## config.mk

```make
export PLATFORM = sky130hd
export DESIGN_NAME = fifo_stream_reader
export DESIGN_NICKNAME = d
export VERILOG_FILES = /design/src/rtl/fifo_stream_reader.sv
export SDC_FILE = /design/constraint.sdc
export NUM_CORES = 1
export LEC_CHECK = 0
export ABC_AREA = 1
export BUFFER_PORTS_ARGS = -buffer_cell sky130_fd_sc_hd__buf_4
export CAP_MARGIN = 20
export CELL_PAD_IN_SITES_DETAIL_PLACEMENT = 1
export CELL_PAD_IN_SITES_GLOBAL_PLACEMENT = 1
export CORE_ASPECT_RATIO = 0.75
export CORE_MARGIN = 2
export CORE_UTILIZATION = 40
export DETAILED_ROUTE_END_ITERATION = 8
export PLACE_DENSITY = 0.81
export SLEW_MARGIN = 20
export SYNTH_ARGS = -nofsm -noshare
export SYNTH_HDL_FRONTEND = slang
export SYNTH_SLANG_ARGS = --single-unit
```

## constraint.sdc

```tcl
create_clock -name CLK -period 4.5 [get_ports CLK]
set_input_delay 0.45 -clock CLK [delete_from_list [all_inputs] [get_ports CLK]]
set_output_delay 0.45 -clock CLK [all_outputs]
set_load 0.005 [all_outputs]
```

## src/rtl/fifo_stream_reader.sv

```systemverilog
// Pulls words from a first-word-fall-through-less FIFO (one-cycle read latency) into a
// 2-entry skid buffer and presents them as a valid/ready stream framed into fixed-length packets.
module fifo_stream_reader #(
  parameter int DW      = 32,
  parameter int PKT_LEN = 4
) (
  input  logic          CLK,
  input  logic          RST,
  input  logic          fifo_empty,
  output logic          fifo_rd_en,
  input  logic [DW-1:0] fifo_rd_data,
  output logic          m_valid,
  input  logic          m_ready,
  output logic [DW-1:0] m_data,
  output logic          m_last,
  output logic [15:0]   pkt_cnt
);

  localparam int            BW        = (PKT_LEN > 1) ? $clog2(PKT_LEN) : 1;
  localparam logic [BW-1:0] LAST_BEAT = BW'(PKT_LEN - 1);

  logic [1:0]    r_occ;
  logic          r_infl;
  logic          r_valid;
  logic          r_last;
  logic [DW-1:0] r_head;
  logic [DW-1:0] r_tail;
  logic [BW-1:0] r_beat;
  logic [15:0]   r_pkt_cnt;

  logic          w_pop;
  logic [2:0]    w_level;
  logic [1:0]    w_occ_nxt;
  logic [DW-1:0] w_head_nxt;
  logic [DW-1:0] w_tail_nxt;
  logic [BW-1:0] w_beat_nxt;

  function automatic logic [BW-1:0] beat_next(input logic [BW-1:0] b);
    if (b == LAST_BEAT) return '0;
    return b + 1'b1;
  endfunction

  // Only request a word if its slot is guaranteed once it lands, counting the word
  // already in flight and the slot freed by this cycle's transfer.
  assign w_pop      = r_valid & m_ready;
  assign w_level    = {1'b0, r_occ} + {2'b00, r_infl} - {2'b00, w_pop};
  assign fifo_rd_en = ~RST & ~fifo_empty & (w_level < 3'd2);

  always_comb begin
    w_occ_nxt  = r_occ;
    w_head_nxt = r_head;
    w_tail_nxt = r_tail;
    case ({w_pop, r_infl})
      2'b01: begin
        if (r_occ == 2'd0) w_head_nxt = fifo_rd_data;
        else               w_tail_nxt = fifo_rd_data;
        w_occ_nxt = r_occ + 2'd1;
      end
      2'b10: begin
        w_head_nxt = r_tail;
        w_occ_nxt  = r_occ - 2'd1;
      end
      2'b11: begin
        if (r_occ == 2'd1) begin
          w_head_nxt = fifo_rd_data;
        end else begin
          w_head_nxt = r_tail;
          w_tail_nxt = fifo_rd_data;
        end
      end
      default: ;
    endcase
    w_beat_nxt = w_pop ? beat_next(r_beat) : r_beat;
  end

  // Reset also clears the in-flight flag, so data returned during reset is never captured.
  always_ff @(posedge CLK) begin
    if (RST) begin
      r_occ     <= 2'd0;
      r_infl    <= 1'b0;
      r_valid   <= 1'b0;
      r_last    <= 1'b0;
      r_head    <= '0;
      r_tail    <= '0;
      r_beat    <= '0;
      r_pkt_cnt <= 16'd0;
    end else begin
      r_infl  <= fifo_rd_en;
      r_occ   <= w_occ_nxt;
      r_head  <= w_head_nxt;
      r_tail  <= w_tail_nxt;
      r_beat  <= w_beat_nxt;
      r_valid <= (w_occ_nxt != 2'd0);
      r_last  <= (w_occ_nxt != 2'd0) && (w_beat_nxt == LAST_BEAT);
      if (w_pop && r_last) r_pkt_cnt <= r_pkt_cnt + 16'd1;
    end
  end

  assign m_valid = r_valid;
  assign m_data  = r_head;
  assign m_last  = r_last;
  assign pkt_cnt = r_pkt_cnt;

endmodule

```

==> summary.txt, run 1 <==
Logic synthesis
  • Ys async rst share: 0
  • Ys Warns: 0
  • Synth Register Bits: 87
  • Mapped Cells: 559
  • Main synth FF type: dfxtp_1
  • Mapped Area: 0.003996 sq mm
  • Top-area cell type share of the netlist area: 0.4358
  • Mapped Nets: 606
  • Sequential area share after synthesis: 0.4358
  • EDFF count, synth: 0
  • Yosys cell types: 27
  • Mapped Avg Cell Area: 7.149 sq um
  • Area leader, netlist: dfxtp_1
  • Synth area leaders: dfxtp_1 44%, inv_1 15%, a21oi_1 9.1%, o21ai_1 6.5%, o22ai_1 5.2%

Power
  • Leak: 2.416 nW
  • Peak supply drop: 0.0002367 V
  • Tot Pwr: 2.766 mW
  • Power per Cell Area: 552.5 mW/mm^2

Drt
  • Vias per cell: 4.826
  • Routed length per instance: 13.60 microns
  • 1st-iter DRT viols: 163
  • First-pass DRT Iterations: 6
  • Via count: 3716
  • Residual DRC count: 0
  • DRT antenna net count: 0
  • Final wirelength: 10470 microns

Final layout
  • Final cell count without fillers: 770
  • Layout Area Growth over Synthesis: 25.27%
  • N_diodes: 0
  • Nets: 680
  • Share of layout cells above drive strength 1: 0.1755
  • Final instance area: 0.005006 sq mm

Floorplanning
  • Die height: 90.57 microns
  • FP Rows: 31
  • I/O pin total: 87
  • Core box area: 0.009697 sq mm
  • Die X: 119.4 microns
  • Full die area: 0.01081 sq mm
  • Initial Util: 0.4121

Timing
  • Clock skew: 0.003157 ns
  • Setup_tns: 0 ns
  • Pins Over Slew Limit: 0
  • Worst-Margin Slew: 0.7904 ns
  • Unrepaired setup endpoints after global routing: no
  • Period utilization: 0.6147
  • Fin crit period: 2.766 ns
  • Slack of the critical path: 1.734 ns
  • Fmax: 361.5 MHz
  • Endpoints failing setup: 0
  • Final hold vios: 0
  • Slew margin rel.: 0.4725

Clock tree
  • CTS Buffer Depth: 2
  • # resized after CTS: 0
  • Hold_buf cts: 0
  • Clock insertion delay at the later pin of the skew report: 0.34 ns
  • Max H-tree Level: 3
  • CTS sink cnt: 87
  • CTS buffer count: 9
  • Setup bufs post-CTS: 0
  • Clock Pin Slew Worst Setup and Hold Paths: 0.06 ns
  • Root buf cell: clkbuf_16
  • CTS tree: yes

GRT
  • Met1 Usage GRT: 0.2542
  • First-pass GRT wire length: 17750 microns
  • Met3 Use GR: 0.05114
  • GRT overflow: 0
  • Vias in the first global route: 3726
  • Total Routing Usage GR: 0.2049
  • GR peak layer: met2
  • Met2 usage: 0.3506
  • Initial antenna violation count: 0
  • Largest net degree at the start of global routing: 65

Worst setup path
  • CP endpoint kind: output port
  • CP max FO: 7
  • Reg-to-reg slack, setup: 2.36 ns
  • Reg2Reg Depth: 8
  • CP Data Required Time: 4.05 ns
  • FF-to-FF End: m_data[3]
  • Reg-to-Reg Start: m_valid
  • Critical Path AT: 2.32 ns
  • Setup CP Type: reg2out
  • Crit start category: flop

Place
  • DP HPWL: 7249 microns
  • Dpl cells: 753
  • Placed Area: 0.004708 sq mm
  • Placer Congestion: 0.7403
  • PortBufs: 86
  • Pre-CTS setup slack: 1.887 ns

Hold path
  • HP Class: in2reg
  • Worst Hold Depth: 2
  • Worst Hold End: r_infl
  • Hold Startpoint: fifo_empty

Run
  • Max-cap viol count: 0

Outcome
  • Status: complete, no violations
## per-stage QoR
step           utilization  hold slack [ns]
2_1_floorplan            -           0.4297
3_3_place_gp        0.4852           0.4370
3_5_place_dp        0.4855           0.4485
4_1_cts             0.5142           0.2763
5_1_grt             0.5163           0.2796
6_report            0.5163           0.2906
## Yosys cell counts (2+ instances only)
| master | count |
|---|---|
| inv_1 | 156 |
| nand3_1 | 7 |
| a21oi_1 | 73 |
| nor2_2 | 2 |
| xor2_1 | 2 |
| ha_1 | 10 |
| o21ai_1 | 52 |
| dfxtp_1 | 87 |
| nand2_1 | 41 |
| o22ai_1 | 33 |
| buf_2 | 14 |
| clkbuf_1 | 10 |
| nor4_1 | 2 |
| o21ai_0 | 22 |
| nor2_1 | 30 |
| nand4_1 | 6 |
| buf_4 | 2 |
## critical path, cell delays in order (launching register included)
cell	delay [ns]
dfxtp_1	0.37
nand2_2	0.12
inv_1	0.14
ha_1	0.27
inv_1	0.10
nand2_1	0.08
fa_1	0.48
inv_1	0.05
nor4_1	0.22
buf_4	0.15
## worst max-delay path by stage
stage | startpoint | to | slack [ns]
floorplan | m_ready | fifo_rd_en | 2.20
global placement | m_ready | m_data[28] | 1.78
detailed placement | m_ready | fifo_rd_en | 1.89
CTS | m_valid | fifo_rd_en | 1.70
global route | m_valid | fifo_rd_en | 1.52
finish | m_valid | fifo_rd_en | 1.73
## power by group
group          internal (mW)  total [mW]  switching (mW)
sequential              1.01        1.11           0.108
combinational          0.409       0.955           0.546
clock                  0.403       0.697           0.294
total                   1.82        2.77           0.947
## registers in the layout (all words and copies together) (netlist names)
register	flops
r_tail	32
m_valid	1
r_infl	1
m_data	32
m_last	1
r_occ	2
r_beat	2
pkt_cnt	16
## cell type report
cell class                      count  area (sq um)
Multi-Input combinational cell    288          1544
Fill cell                        1257          4691
Timing Repair Buffer               90         688.2
Inverter                          157         589.3
Sequential cell                    87          1742
Clock inverter                      3         17.52
Tap cell                          132         165.2
Clock buffer                       13         260.3
## cells by family after synthesis
group,after synthesis,synth area share
AOI/OAI and AO/OA,184,0.2470
xor gates and xnor gates,2,0.004384
adders and majority gates,11,0.03632
buffers and inverters,184,0.1810
DFF,87,0.4358
and+or+nand+nor,91,0.09549
## placed cells by master, fill, tap and decap left out
| cell type | Yosys | final |
|---|---|---|
| nor4_1 | 2 | 2 |
| clkinv_2 | 0 | 2 |
| buf_12 | 0 | 1 |
| a31oi_1 | 1 | 1 |
| clkbuf_8 | 0 | 2 |
| ha_1 | 10 | 10 |
| o21ai_0 | 22 | 22 |
| clkbuf_1 | 10 | 2 |
| buf_4 | 2 | 89 |
| dfxtp_1 | 87 | 87 |
| nor2_1 | 30 | 30 |
| a21oi_1 | 73 | 73 |
| fa_1 | 1 | 1 |
| nand2_1 | 41 | 40 |
| xor2_1 | 2 | 2 |
| o211ai_4 | 0 | 1 |
| o21a_2 | 0 | 1 |
| nand3_1 | 7 | 7 |
| nand2_2 | 1 | 2 |
| o21bai_4 | 1 | 1 |
| clkinvlp_4 | 0 | 1 |
| o22ai_1 | 33 | 33 |
| inv_2 | 1 | 1 |
| clkbuf_16 | 0 | 9 |
| and2_1 | 1 | 1 |
| nor3_1 | 1 | 1 |
| inv_1 | 156 | 156 |
| nand4_1 | 6 | 6 |
| o21ai_1 | 52 | 52 |
| nor2_2 | 2 | 2 |
## metal layers
metal | part of all wire | wire [microns]
met5 | 0 | 0
met4 | 0.013 | 135
met3 | 0.041 | 434
met2 | 0.50 | 5222
met1 | 0.45 | 4682
(Power assumes the default switching activity.)
==> inputs of run 2 (changes only) <==
--- a/config.mk
+++ b/config.mk
@@ -12,9 +12,9 @@
 export CELL_PAD_IN_SITES_GLOBAL_PLACEMENT = 1
 export CORE_ASPECT_RATIO = 0.75
 export CORE_MARGIN = 2
-export CORE_UTILIZATION = 40
+export CORE_UTILIZATION = 35
 export DETAILED_ROUTE_END_ITERATION = 8
-export PLACE_DENSITY = 0.81
+export PLACE_DENSITY = 0.75
 export SLEW_MARGIN = 20
 export SYNTH_ARGS = -nofsm -noshare
 export SYNTH_HDL_FRONTEND = slang
==> constraint.sdc (replaced) <==
create_clock -name CLK -period 2.49 [get_ports CLK]
set_input_delay 0.249 -clock CLK [delete_from_list [all_inputs] [get_ports CLK]]
set_output_delay 0.249 -clock CLK [all_outputs]
set_load 0.005 [all_outputs]
==> run 2 against run 1 <==
Against the previous run:
- combinational power rose by 86%
- sequential power rose by 81%
- total power rose by 90%
- sequential share of layout area fell by 0.78 points
- global-route usage fell by 2.4 points
- worst setup slack got worse by 1.6 ns
- via count rose by 0.67%
- clock skew rose by 0.0025 ns
- first-iteration DRC count rose by 4.3%
- die area rose by 14%
- clock power rose by 110%
- critical path type unchanged
- critical endpoint unchanged
==> summary.txt, run 2 (synthesis gave the netlist of run 1 again) <==
Outcome
  • Status: complete, no violations

Power
  • Power per Cell Area: 1022 mW/mm^2 (+85%)
  • Leak: 2.461 nW (+1.9%)
  • Peak supply drop: 0.0003966 V (+68%)

Timing
  • Setup_tns: 0 ns (unchanged)
  • Fmax: 424.0 MHz
  • Pins Over Slew Limit: 0 (unchanged)
  • Period utilization: 0.9473
  • Fin crit period: 2.359 ns
  • Unrepaired setup endpoints after global routing: no
  • Final hold vios: 0 (unchanged)
  • Worst-Margin Slew: 0.4953 ns (-0.2951 ns)
  • Endpoints failing setup: 0 (unchanged)
  • Slew margin rel.: 0.6698 (+0.1973)
  • Clock skew: 0.005692 ns (+0.002536 ns)
  • Slack of the critical path: 0.1313 ns (-1.603 ns)

Clock tree
  • CTS tree: yes
  • CTS buffer count: 9 (unchanged)
  • Max H-tree Level: 3 (unchanged)
  • Clock Pin Slew Worst Setup and Hold Paths: 0.06 ns (about the same)
  • Hold_buf cts: 0 (unchanged)
  • CTS Buffer Depth: 2 (unchanged)
  • Root buf cell: clkbuf_16
  • CTS sink cnt: 87 (unchanged)
  • Clock insertion delay at the later pin of the skew report: 0.33 ns (about the same)

Hold path
  • Hold Startpoint: fifo_empty
  • HP Class: in2reg

Floorplanning
  • Die X: 127.4 microns (+6.7%)
  • Full die area: 0.01230 sq mm (+14%)
  • Initial Util: 0.3625 (-0.04963)
  • I/O pin total: 87 (unchanged)
  • Die height: 96.54 microns (+6.6%)
  • Core box area: 0.01102 sq mm (+14%)
  • FP Rows: 33 (+6.5%)

Worst setup path
  • Critical Path Source: m_valid
  • CP max FO: 7 (unchanged)
  • Reg-to-Reg Start: m_valid
  • Crit start category: flop
  • CP Data Required Time: 2.24 ns (-1.81 ns)
  • Setup CP Type: reg2out
  • CP endpoint kind: output port
  • Slowest-stage cell, CP: fa_1
  • Largest stage delay, worst path: 0.49 ns (about the same)
  • Worst-path cell chain: nand2_8 > inv_6 > ha_4 > inv_2 > nand2_1 > fa_1 > inv_1 > nor4_2 > buf_4
  • Critical Path AT: 2.11 ns (-0.21 ns)

Final layout
  • Most common cell after layout, fill and taps aside: inv_1
  • Layout Area Growth over Synthesis: 28.49%
  • Final cell count without fillers: 781 (+1.4%)
  • Share of layout cells above drive strength 1: 0.1888 (+0.01322)
  • Final instance area: 0.005135 sq mm (+2.6%)
  • Nets: 683 (+0.44%)
  • N_diodes: 0 (unchanged)
  • Most frequent cells in the layout: 154 x inv_1, 91 x buf_4, 85 x dfxtp_1, 73 x a21oi_1, 52 x o21ai_1
  • Util after Layout: 0.4658 (-0.05048)

Drt
  • Via count: 3741 (+0.67%)
  • DRT antenna net count: 0 (unchanged)
  • Vias per cell: 4.790 (-0.75%)
  • 1st-iter DRT viols: 170 (+4.3%)
  • Residual DRC count: 0 (unchanged)
  • Routed length per instance: 13.75 microns (+1.1%)
  • First-pass DRT Iterations: 4 (-2)
  • Final wirelength: 10740 microns (+2.6%)

Place
  • Dpl cells: 764 (+1.5%)
  • DP HPWL: 7460 microns (+2.9%)
  • Placer Congestion: 0.8318 (+12%)
  • Pre-CTS setup slack: 0.1941 ns (-1.693 ns)
  • PortBufs: 86 (unchanged)
  • Placed Area: 0.004762 sq mm (+1.1%)

GRT
  • First-pass GRT wire length: 17570 microns (-1.0%)
  • Initial antenna violation count: 0 (unchanged)
  • Largest net degree at the start of global routing: 65 (unchanged)
  • Vias in the first global route: 3702 (-0.64%)
  • GRT overflow: 0 (unchanged)
  • Total Routing Usage GR: 0.1805 (-0.02433)

Run
  • Max-cap viol count: 0 (unchanged)
[run 2: cell types whose count changed in the layout (fill, tap and decap cells not counted), moves of 2 or more]
cell       previous run  this run
nand2_2               2         0
clkbuf_1              2         0
inv_1               156       154
dfxtp_1              87        85
bufinv_16             0         2
buf_4                89        91
[run 2: critical path: cells and delay by family, from the launching register on]
kind / cells / cell delay, ns
adder cells (fa/ha/maj): 2 / 0.69
flip-flops: 1 / 0.38
buffers and inverters: 4 / 0.35
AND/OR/NAND/NOR: 3 / 0.37
[run 2: routing by layer]
layer	up-vias	share of wire	global-route usage
met5	-	0	0
met4	0	0.011	0.05311
met3	10	0.037	0.04130
met2	56	0.49	0.3284
met1	1759	0.46	0.2154
li1	1916	-	-
[run 2: stage by stage]
step / hold slack (ns) / total power, mW
final: 0.1010 / 5.250
after global routing: 0.09270 / 5.644
after CTS: 0.07972 / 5.310
after detailed placement: 0.4473 / 3.812
after global placement: 0.4361 / 3.697
after floorplan: 0.3270 / 3.093
[run 2: final cells by class]
| cell class | count | area (sq um) |
|---|---|---|
| clock buffers | 10 | 239.0 |
| clock inverters | 6 | 83.83 |
| fillers | 1398 | 5889 |
| inverters | 157 | 594.3 |
| multi-input cells | 288 | 1573 |
| flip-flops and latches | 87 | 1747 |
| well taps | 140 | 175.2 |
| repair buffers | 93 | 723.2 |
[run 2: worst paths after layout]
path                      to  slack [ns]  cells past startpoint
setup / recovery  fifo_rd_en        0.13                      9
hold / removal        r_infl        0.10                      2
setup reg to reg  m_data[28]        0.58                      9
hold reg to reg   r_tail[13]        0.45                      2
[run 2: where the power goes]
| part | total, mW | internal (mW) | switching [mW] |
|---|---|---|---|
| combinational | 1.78 | 0.772 | 1.01 |
| clock | 1.45 | 0.903 | 0.551 |
| sequential | 2.01 | 1.82 | 0.191 |
| total | 5.25 | 3.50 | 1.75 |
[run 2: timing repair]
item | 4_1_cts | 5_1_grt
pin swaps | 2 | 1
gates resized for setup | 6 | 5
setup endpoints to repair | 1 | 1
buffers inserted | 0 | 1
